`src/rtl/gate_bist_pkg.sv`:
```
// Shared definitions for the gate BIST sequencer.
// - bist_state_t : sequencer state encoding (also exported on the debug state port)
// - NUM_VEC, VEC_W, ERR_W : vector count and field widths
// - TT_* : truth tables for common gates, bit i = output for input vector i = {a,b}
package gate_bist_pkg;

  typedef enum logic [1:0] {
    ST_IDLE   = 2'd0,
    ST_SETTLE = 2'd1,
    ST_CHECK  = 2'd2,
    ST_DONE   = 2'd3
  } bist_state_t;

  localparam int NUM_VEC = 4;
  localparam int VEC_W   = 2;
  localparam int ERR_W   = 3;

  localparam logic [NUM_VEC-1:0] TT_AND  = 4'b1000;
  localparam logic [NUM_VEC-1:0] TT_OR   = 4'b1110;
  localparam logic [NUM_VEC-1:0] TT_NAND = 4'b0111;
  localparam logic [NUM_VEC-1:0] TT_XOR  = 4'b0110;

endpackage

```
`src/rtl/settle_timer.sv`:
```
// 8-bit loadable down-counter that times how long a vector is held.
// Ports:
// - clk, reset : clock and synchronous active-high reset
// - load       : load load_val (has priority over en)
// - load_val   : value to load
// - en         : decrement by one per cycle, saturating at zero
// - expired    : count is zero
module settle_timer (
  input  logic       clk,
  input  logic       reset,
  input  logic       load,
  input  logic [7:0] load_val,
  input  logic       en,
  output logic       expired
);

  logic [7:0] count;

  always_ff @(posedge clk) begin
    if (reset) begin
      count <= 8'd0;
    end else if (load) begin
      count <= load_val;
    end else if (en && (count != 8'd0)) begin
      count <= count - 8'd1;
    end
  end

  assign expired = (count == 8'd0);

endmodule

```
`src/rtl/gate_bist.sv`:
```
// Built-in self-test sequencer for one 2-input combinational gate.
// On an accepted start it applies vectors 00,01,10,11 (a = MSB), holds each
// for SETTLE cycles plus one CHECK cycle, samples the gate output at the end
// of CHECK and compares it with the truth table latched at start.
// Ports:
// - clk, reset   : clock and synchronous active-high reset
// - start        : begin a run (honoured only in IDLE)
// - expected     : truth table, bit i = required output for vector i
// - dut_a, dut_b : registered gate inputs
// - dut_out      : gate output
// - busy         : run in progress (low again in DONE)
// - done         : one-cycle pulse, results valid
// - pass         : all vectors matched (held until next start)
// - fail_mask    : per-vector mismatch flags (held)
// - err_count    : number of mismatches (held)
// - state        : current sequencer state, for debug
//
// Handshake: start is a level sampled at the rising edge while in IDLE;
// there is no ready signal, a start outside IDLE is dropped, and done is a
// single-cycle strobe with results remaining valid afterwards.
module gate_bist
  import gate_bist_pkg::*;
#(
  parameter int SETTLE = 1
) (
  input  logic               clk,
  input  logic               reset,
  input  logic               start,
  input  logic [NUM_VEC-1:0] expected,
  output logic               dut_a,
  output logic               dut_b,
  input  logic               dut_out,
  output logic               busy,
  output logic               done,
  output logic               pass,
  output logic [NUM_VEC-1:0] fail_mask,
  output logic [ERR_W-1:0]   err_count,
  output bist_state_t        state
);

  localparam logic [7:0] SETTLE_LOAD = 8'(SETTLE - 1);

  logic [VEC_W-1:0]   idx;
  logic [NUM_VEC-1:0] exp_q;
  logic               mismatch;
  logic [NUM_VEC-1:0] fail_next;
  logic               timer_load;
  logic               timer_en;
  logic               timer_expired;

  // fail_next includes the current CHECK result so pass can be computed on
  // the same edge that records the final mismatch.
  always_comb begin
    mismatch   = (dut_out != exp_q[idx]);
    fail_next  = fail_mask;
    if (mismatch) begin
      fail_next = fail_mask | NUM_VEC'(4'b0001 << idx);
    end
    timer_load = ((state == ST_IDLE) && start) ||
                 ((state == ST_CHECK) && (idx != 2'd3));
    timer_en   = (state == ST_SETTLE);
  end

  settle_timer u_timer (
    .clk      (clk),
    .reset    (reset),
    .load     (timer_load),
    .load_val (SETTLE_LOAD),
    .en       (timer_en),
    .expired  (timer_expired)
  );

  always_ff @(posedge clk) begin
    if (reset) begin
      state     <= ST_IDLE;
      idx       <= '0;
      exp_q     <= '0;
      dut_a     <= 1'b0;
      dut_b     <= 1'b0;
      busy      <= 1'b0;
      done      <= 1'b0;
      pass      <= 1'b0;
      fail_mask <= '0;
      err_count <= '0;
    end else begin
      case (state)
        ST_IDLE: begin
          done  <= 1'b0;
          dut_a <= 1'b0;
          dut_b <= 1'b0;
          if (start) begin
            exp_q     <= expected;
            fail_mask <= '0;
            err_count <= '0;
            pass      <= 1'b0;
            idx       <= '0;
            busy      <= 1'b1;
            state     <= ST_SETTLE;
          end
        end
        ST_SETTLE: begin
          if (timer_expired) begin
            state <= ST_CHECK;
          end
        end
        ST_CHECK: begin
          fail_mask <= fail_next;
          if (mismatch) begin
            err_count <= err_count + 3'd1;
          end
          if (idx == 2'd3) begin
            busy  <= 1'b0;
            done  <= 1'b1;
            pass  <= (fail_next == '0);
            dut_a <= 1'b0;
            dut_b <= 1'b0;
            state <= ST_DONE;
          end else begin
            idx            <= idx + 2'd1;
            {dut_a, dut_b} <= idx + 2'd1;
            state          <= ST_SETTLE;
          end
        end
        ST_DONE: begin
          done  <= 1'b0;
          state <= ST_IDLE;
        end
        default: state <= ST_IDLE;
      endcase
    end
  end

endmodule

```
`config.mk`:
```
export PLATFORM = sky130hd
export DESIGN_NAME = gate_bist
export DESIGN_NICKNAME = d
export VERILOG_FILES = /design/src/rtl/gate_bist_pkg.sv /design/src/rtl/settle_timer.sv /design/src/rtl/gate_bist.sv
export SDC_FILE = /design/constraint.sdc
export NUM_CORES = 1
export LEC_CHECK = 0
export BUFFER_PORTS_ARGS = -buffer_cell sky130_fd_sc_hd__buf_2
export CAP_MARGIN = 10
export CORE_UTILIZATION = 46
export DETAILED_ROUTE_END_ITERATION = 8
export PLACE_DENSITY = 0.69
export RECOVER_POWER = 25
export SKIP_LAST_GASP = 1
export SYNTH_ARGS = -nofsm -noshare
export SYNTH_HDL_FRONTEND = slang
export SYNTH_SLANG_ARGS = --single-unit
```
`constraint.sdc`:
```
create_clock -name clk -period 1.84 [get_ports clk]
set_input_delay 0.184 -clock clk [delete_from_list [all_inputs] [get_ports clk]]
set_output_delay 0.184 -clock clk [all_outputs]
set_load 0.1 [all_outputs]
```
Yosys cells after proc, flatten, opt, wreduce, memory -nomap -nowiden
Index checks and enable logic that the tools add are counted.
{"block": "classes", "add_sub_neg": 3, "order_cmp": 1, "n_eq_ne": 11, "shift": 1, "muxes": 27, "n_bitwise": 1, "reduce_logical": 19}
{"operator": "$mux 2", "n": 5}
{"operator": "$ne 2x2->1 const B", "n": 5}
{"operator": "$pmux 1 s2", "n": 5}
{"operator": "$reduce_and 3->1", "n": 3}
{"operator": "$logic_not 8->1", "n": 1}
{"operator": "$mux 1", "n": 8}
{"operator": "$mux 4", "n": 2}
{"operator": "$pmux 2 s4", "n": 1}
{"operator": "$pmux 4 s2", "n": 1}
{"operator": "$reduce_and 2->1", "n": 4}
{"operator": "$reduce_bool 8->1", "n": 1}
{"operator": "$sub 8x1->8 const B", "n": 1}
{"operator": "$eq 2x2->1 const B", "n": 3}
{"operator": "$mux 3", "n": 2}
{"operator": "$pmux 3 s2", "n": 1}
{"operator": "$logic_not 4->1", "n": 1}
{"operator": "$or 4x4->4", "n": 1}
{"operator": "$pmux 2 s2", "n": 1}
{"operator": "$reduce_bool 2->1", "n": 2}
{"operator": "$reduce_or 2->1", "n": 2}
{"operator": "$shl 1x2->4 const A", "n": 1}
{"operator": "$add 3x1->3 const B", "n": 1}
{"operator": "$logic_and 1x1->1", "n": 3}
{"operator": "$lt 2x3->1 const B", "n": 1}
{"operator": "7 further kinds", "n": 7}
{"block": "word_totals", "regBits": 28}

Logic depth before layout (Yosys ltp)
{"block": "logic_depth", "depth_word": 7, "depth_mapped": 7, "depth_no_buf": 6}

By module
A second synthesis with hierarchy kept.
{"block": "hier_totals", "cells_unflattened": 182, "hier_area_um2": 1527.7}
{"module": "gate_bist", "n_inst": 1, "cells_each": 123, "area_each_um2": 1012.2}
{"module": "settle_timer", "n_inst": 1, "cells_each": 59, "area_each_um2": 515.5}

Least setup slack after synthesis
No wires, ideal clock.
{"block": "synth_timing", "path_kind": "reg2reg", "startpoint": "register state[1]", "endpoint": "register u_timer.count[1]", "setup_time_ns": 0.079, "arrival_ns": 2.423, "setup_slack_ns": -0.663, "stages_incl_launch_ff": 8, "cell_sequence": "dfxtp_1 > inv_1 > ha_1 > buf_2 > and2_0 > or3_1 > clkbuf_1 > a211oi_2"}
{"block": "synth_via", "elab_chain_len": 4}
{"item": "start: declaration", "line_no": "gate_bist.sv:38", "rtl": "output bist_state_t state"}
{"item": "start signal: assignment", "line_no": "gate_bist.sv:75", "rtl": "state <= ST_IDLE;"}
{"item": "start signal: assignment", "line_no": "gate_bist.sv:98", "rtl": "state <= ST_SETTLE;"}
{"item": "start signal: assignment", "line_no": "gate_bist.sv:103", "rtl": "state <= ST_CHECK;"}
{"item": "$eq 2x2->1 or $logic_not 2->1 (tied branches)", "line_no": "gate_bist.sv:60, gate_bist.sv:59"}
{"item": "$logic_and 1x1->1, on equally long branches", "line_no": "gate_bist.sv:60, gate_bist.sv:59"}
{"item": "$logic_or 1x1->1", "line_no": "gate_bist.sv:59", "rtl": "timer_load = ((state == ST_IDLE) && start) ||"}
{"item": "$reduce_or 2->1 (no source line)"}
{"item": "end signal: assignment", "line_no": "settle_timer.sv:23", "rtl": "count <= load_val;"}
{"item": "end signal: assignment", "line_no": "settle_timer.sv:25", "rtl": "count <= count - 8'd1;"}
{"item": "end: declaration", "line_no": "settle_timer.sv:17", "rtl": "logic [7:0] count;"}
Several ways; a longest one is shown, not always the timed one.
A chain may end at the register's enable or synchronous reset.

Worst setup path after layout
{"block": "layout_timing", "startpoint": "register u_timer.count[1]", "endpoint": "register state[1]"}
{"block": "layout_via", "elab_chain_len": 3}
{"item": "$logic_not 8->1", "line_no": "settle_timer.sv:29", "rtl": "assign expired = (count == 8'd0);"}
{"item": "$ne 2x2->1 (no source line)"}
{"item": "$reduce_and 2->1 (no source line)"}
No other way between the ends.

==> flow_summary.json <==
{
  "rows": 20,
  "max_freq_mhz": 554.7,
  "synth_cells": 172,
  "min_period_ns": 1.803,
  "worst_ep_required_time_ns": 2.09,
  "nFillCells": 294,
  "grt-ovfl-total": 0,
  "finalSetupViolations": 0,
  "synth_cell_type_count": 40,
  "synth_edf_count": 0,
  "synth.most_common_cell": "dfxtp_1",
  "endpoint_kind": "flip-flop",
  "wl_um": 3367,
  "core_um2": 3078,
  "layout-drive-gt1-share": 0.3000,
  "synthTopCellsByCount": "dfxtp_1, nor2_1, a21oi_1",
  "vias": 1354,
  "netlist_top_cells_area": "dfxtp_1, ha_1, a21oi_1, nor2_1, nand2_1",
  "place_hpwl_um": 2414,
  "syn_area_um2": 1496,
  "drt_first_pass_iters": 4,
  "clk_latency_ns": 0.34,
  "vias_per_cell": 5.549,
  "die_area_um2": 3485,
  "fin_crit_sh": 0.9797,
  "clk_pin_slew_ns": 0.16,
  "rsz0062_at_grt": "true",
  "drv_slew": 0,
  "yosysWarnings": 0,
  "synth_flop_cell": "dfxtp_1",
  "hold_viol_final": 0,
  "area_growth_pct": 22.16,
  "status": "complete, no violations",
  "setup_ws_ns": 0.03731,
  "cts_max_level": 1,
  "clk_path_buf_depth": 2,
  "cap_viol_max_count": 0,
  "die_y_um": 59.04,
  "yosysTopAreaCell": "dfxtp_1",
  "syn_nets": 190,
  "final-seq-area_um2": 574.3,
  "max_stage_delay_ns": 0.49,
  "crit_arrival_ns": 2.05,
  "drt_iter0_markers": 65,
  "cts.sinks": 28,
  "p_leak_nw": 0.7176,
  "worstPathCellList": "inv_2, ha_4, or4b_4, o31a_4, o31ai_4, a21oi_1",
  "die_w_um": 59.04,
  "placed_area_um2": 1727,
  "grt_usage": 0.2060,
  "grt_pass1_vias": 1256,
  "irDropWorstVdd_mv": 0.4767,
  "finClkSkew_ns": 0.009450,
  "synth_area_per_cell_um2": 8.700,
  "tightest_slew_ns": 0.5445,
  "cts_hold_buf": 0,
  "hp-class": "primary input to flip-flop",
  "fin_nets": 219,
  "antenna_found_initial": 0,
  "num_antenna_cells": 0,
  "power.density_nw_per_um2": 873.4,
  "dp_slack_ns": 0.0006414,
  "port_buffers": 21,
  "route.detailed.drc": 0,
  "final_cells": 244,
  "ys_seq_elements": 28,
  "ys_async_sr_fraction": 0,
  "max_slew_margin": 0.6386,
  "seq_area_frac_synth": 0.3746,
  "ant_nets": 0,
  "start_util": 0.4862,
  "ios": 22,
  "grt_pass1_wl_um": 5478,
  "wl_per_cell_um": 13.80,
  "cts_tree": "done",
  "yosys.area.top_type_share": 0.3746,
  "cts-root-buf": "clkbuf_4",
  "critical_path_peak_fanout": 5,
  "gp_congestion": 0.8529,
  "dp.cells": 239,
  "cts-buffers-inserted": 3,
  "multi_input_area_um2": 924.6,
  "stdcell_area_um2": 1828,
  "worstSetupPathType": "flip-flop to flip-flop",
  "startpoint_type": "flip-flop",
  "grt_max_degree": 17,
  "slowest_stage": "or4b_4"
}
## cells in the final DEF, fill, tap and decap left out, drive strengths merged, types with 2 or more instances in the layout
cell type | synthesis | routed
dfxtp | 28 | 28
buf | 6 | 25
nor2 | 19 | 19
a21oi | 16 | 16
nand2 | 15 | 15
clkbuf | 3 | 11
ha | 10 | 10
inv | 8 | 8
o21ai | 7 | 7
nor2b | 5 | 5
mux2i | 5 | 5
o31ai | 5 | 5
xor2 | 4 | 4
or4 | 4 | 4
nand3b | 3 | 3
nor3 | 3 | 3
a41oi | 3 | 3
nand2b | 2 | 2
nand4 | 2 | 2
or3 | 2 | 2
o2111ai | 2 | 2
nand4b | 2 | 2
nor3b | 2 | 2
and2 | 2 | 2
xnor2 | 2 | 2
## path summary, 6_finish.rpt
check	from	to	slack, ns	cells past startpoint
setup reg to reg	u_timer.count[1]	state[1]	0.04	6
hold reg to reg	exp_q[0]	exp_q[0]	0.49	2
hold / removal	expected[3]	exp_q[3]	0.07	3
setup / recovery	u_timer.count[1]	state[1]	0.04	6
## power breakdown
| group | switching [mW] | internal [mW] |
|---|---|---|
| clock | 0.189 | 0.221 |
| sequential | 0.0339 | 0.642 |
| combinational | 0.347 | 0.164 |
## per-stage QoR
step	hold slack, ns	total power [mW]	utilization	TNS, ns
finish	0.06993	1.597	0.5939	0
CTS	0.05576	1.602	0.5793	0
floorplan	0.3200	1.089	-	0
global placement	0.4247	1.177	0.5610	0
detailed placement	0.4335	1.183	0.5610	0
global route	0.07368	1.672	0.5939	-0.04359
## timing repair
item | CTS | global route
resized for setup | 1 | 11
pin swaps | 0 | 3
setup endpoints to repair | 2 | 8
setup buffers | 0 | 1
## layout make-up
cell class	instances	share of cell area
multi-input cells	127	0.5058
well taps	44	0.03012
clock buffers	3	0.01232
flip-flops and latches	28	0.3142
inverters	8	0.01643
clock inverters	1	0.01643
repair buffers	33	0.1047
## flip-flops by register name, indices dropped and copies added (netlist names)
name and cells:
u_timer.count 8, done 1, state 2, pass 1, dut_b 1, exp_q 4
fail_mask 4, idx 2, busy 1, dut_a 1, err_count 3
## logic make-up after synthesis
| kind of cell | after synthesis | share of synthesized area |
|---|---|---|
| AND/OR/NAND/NOR | 66 | 0.2308 |
| AO/OA/AOI/OAI | 39 | 0.1806 |
| flip-flops | 28 | 0.3746 |
| buffers and inverters | 17 | 0.04682 |
| adder cells (fa/ha/maj) | 10 | 0.08361 |
| XOR/XNOR | 6 | 0.03512 |
| multiplexers | 6 | 0.04850 |
## critical path: cells and delay by family (launching register included)
kind	cells	cell delay, ns
buffers and inverters	1	0.07
AO/OA/AOI/OAI	3	0.65
flip-flops	1	0.36
AND/OR/NAND/NOR	1	0.49
adder cells (fa/ha/maj)	1	0.13
## per-layer routing
metal  vias up  global-route usage  routed length (um)
met5         -                   0                   0
met4         0             0.07143                  29
met3         4             0.01965                  79
met2        27              0.3669                1747
met1       659              0.2593                1510
li1        664                   -                   -
No activity file was read; power rests on OpenSTA's default activity.
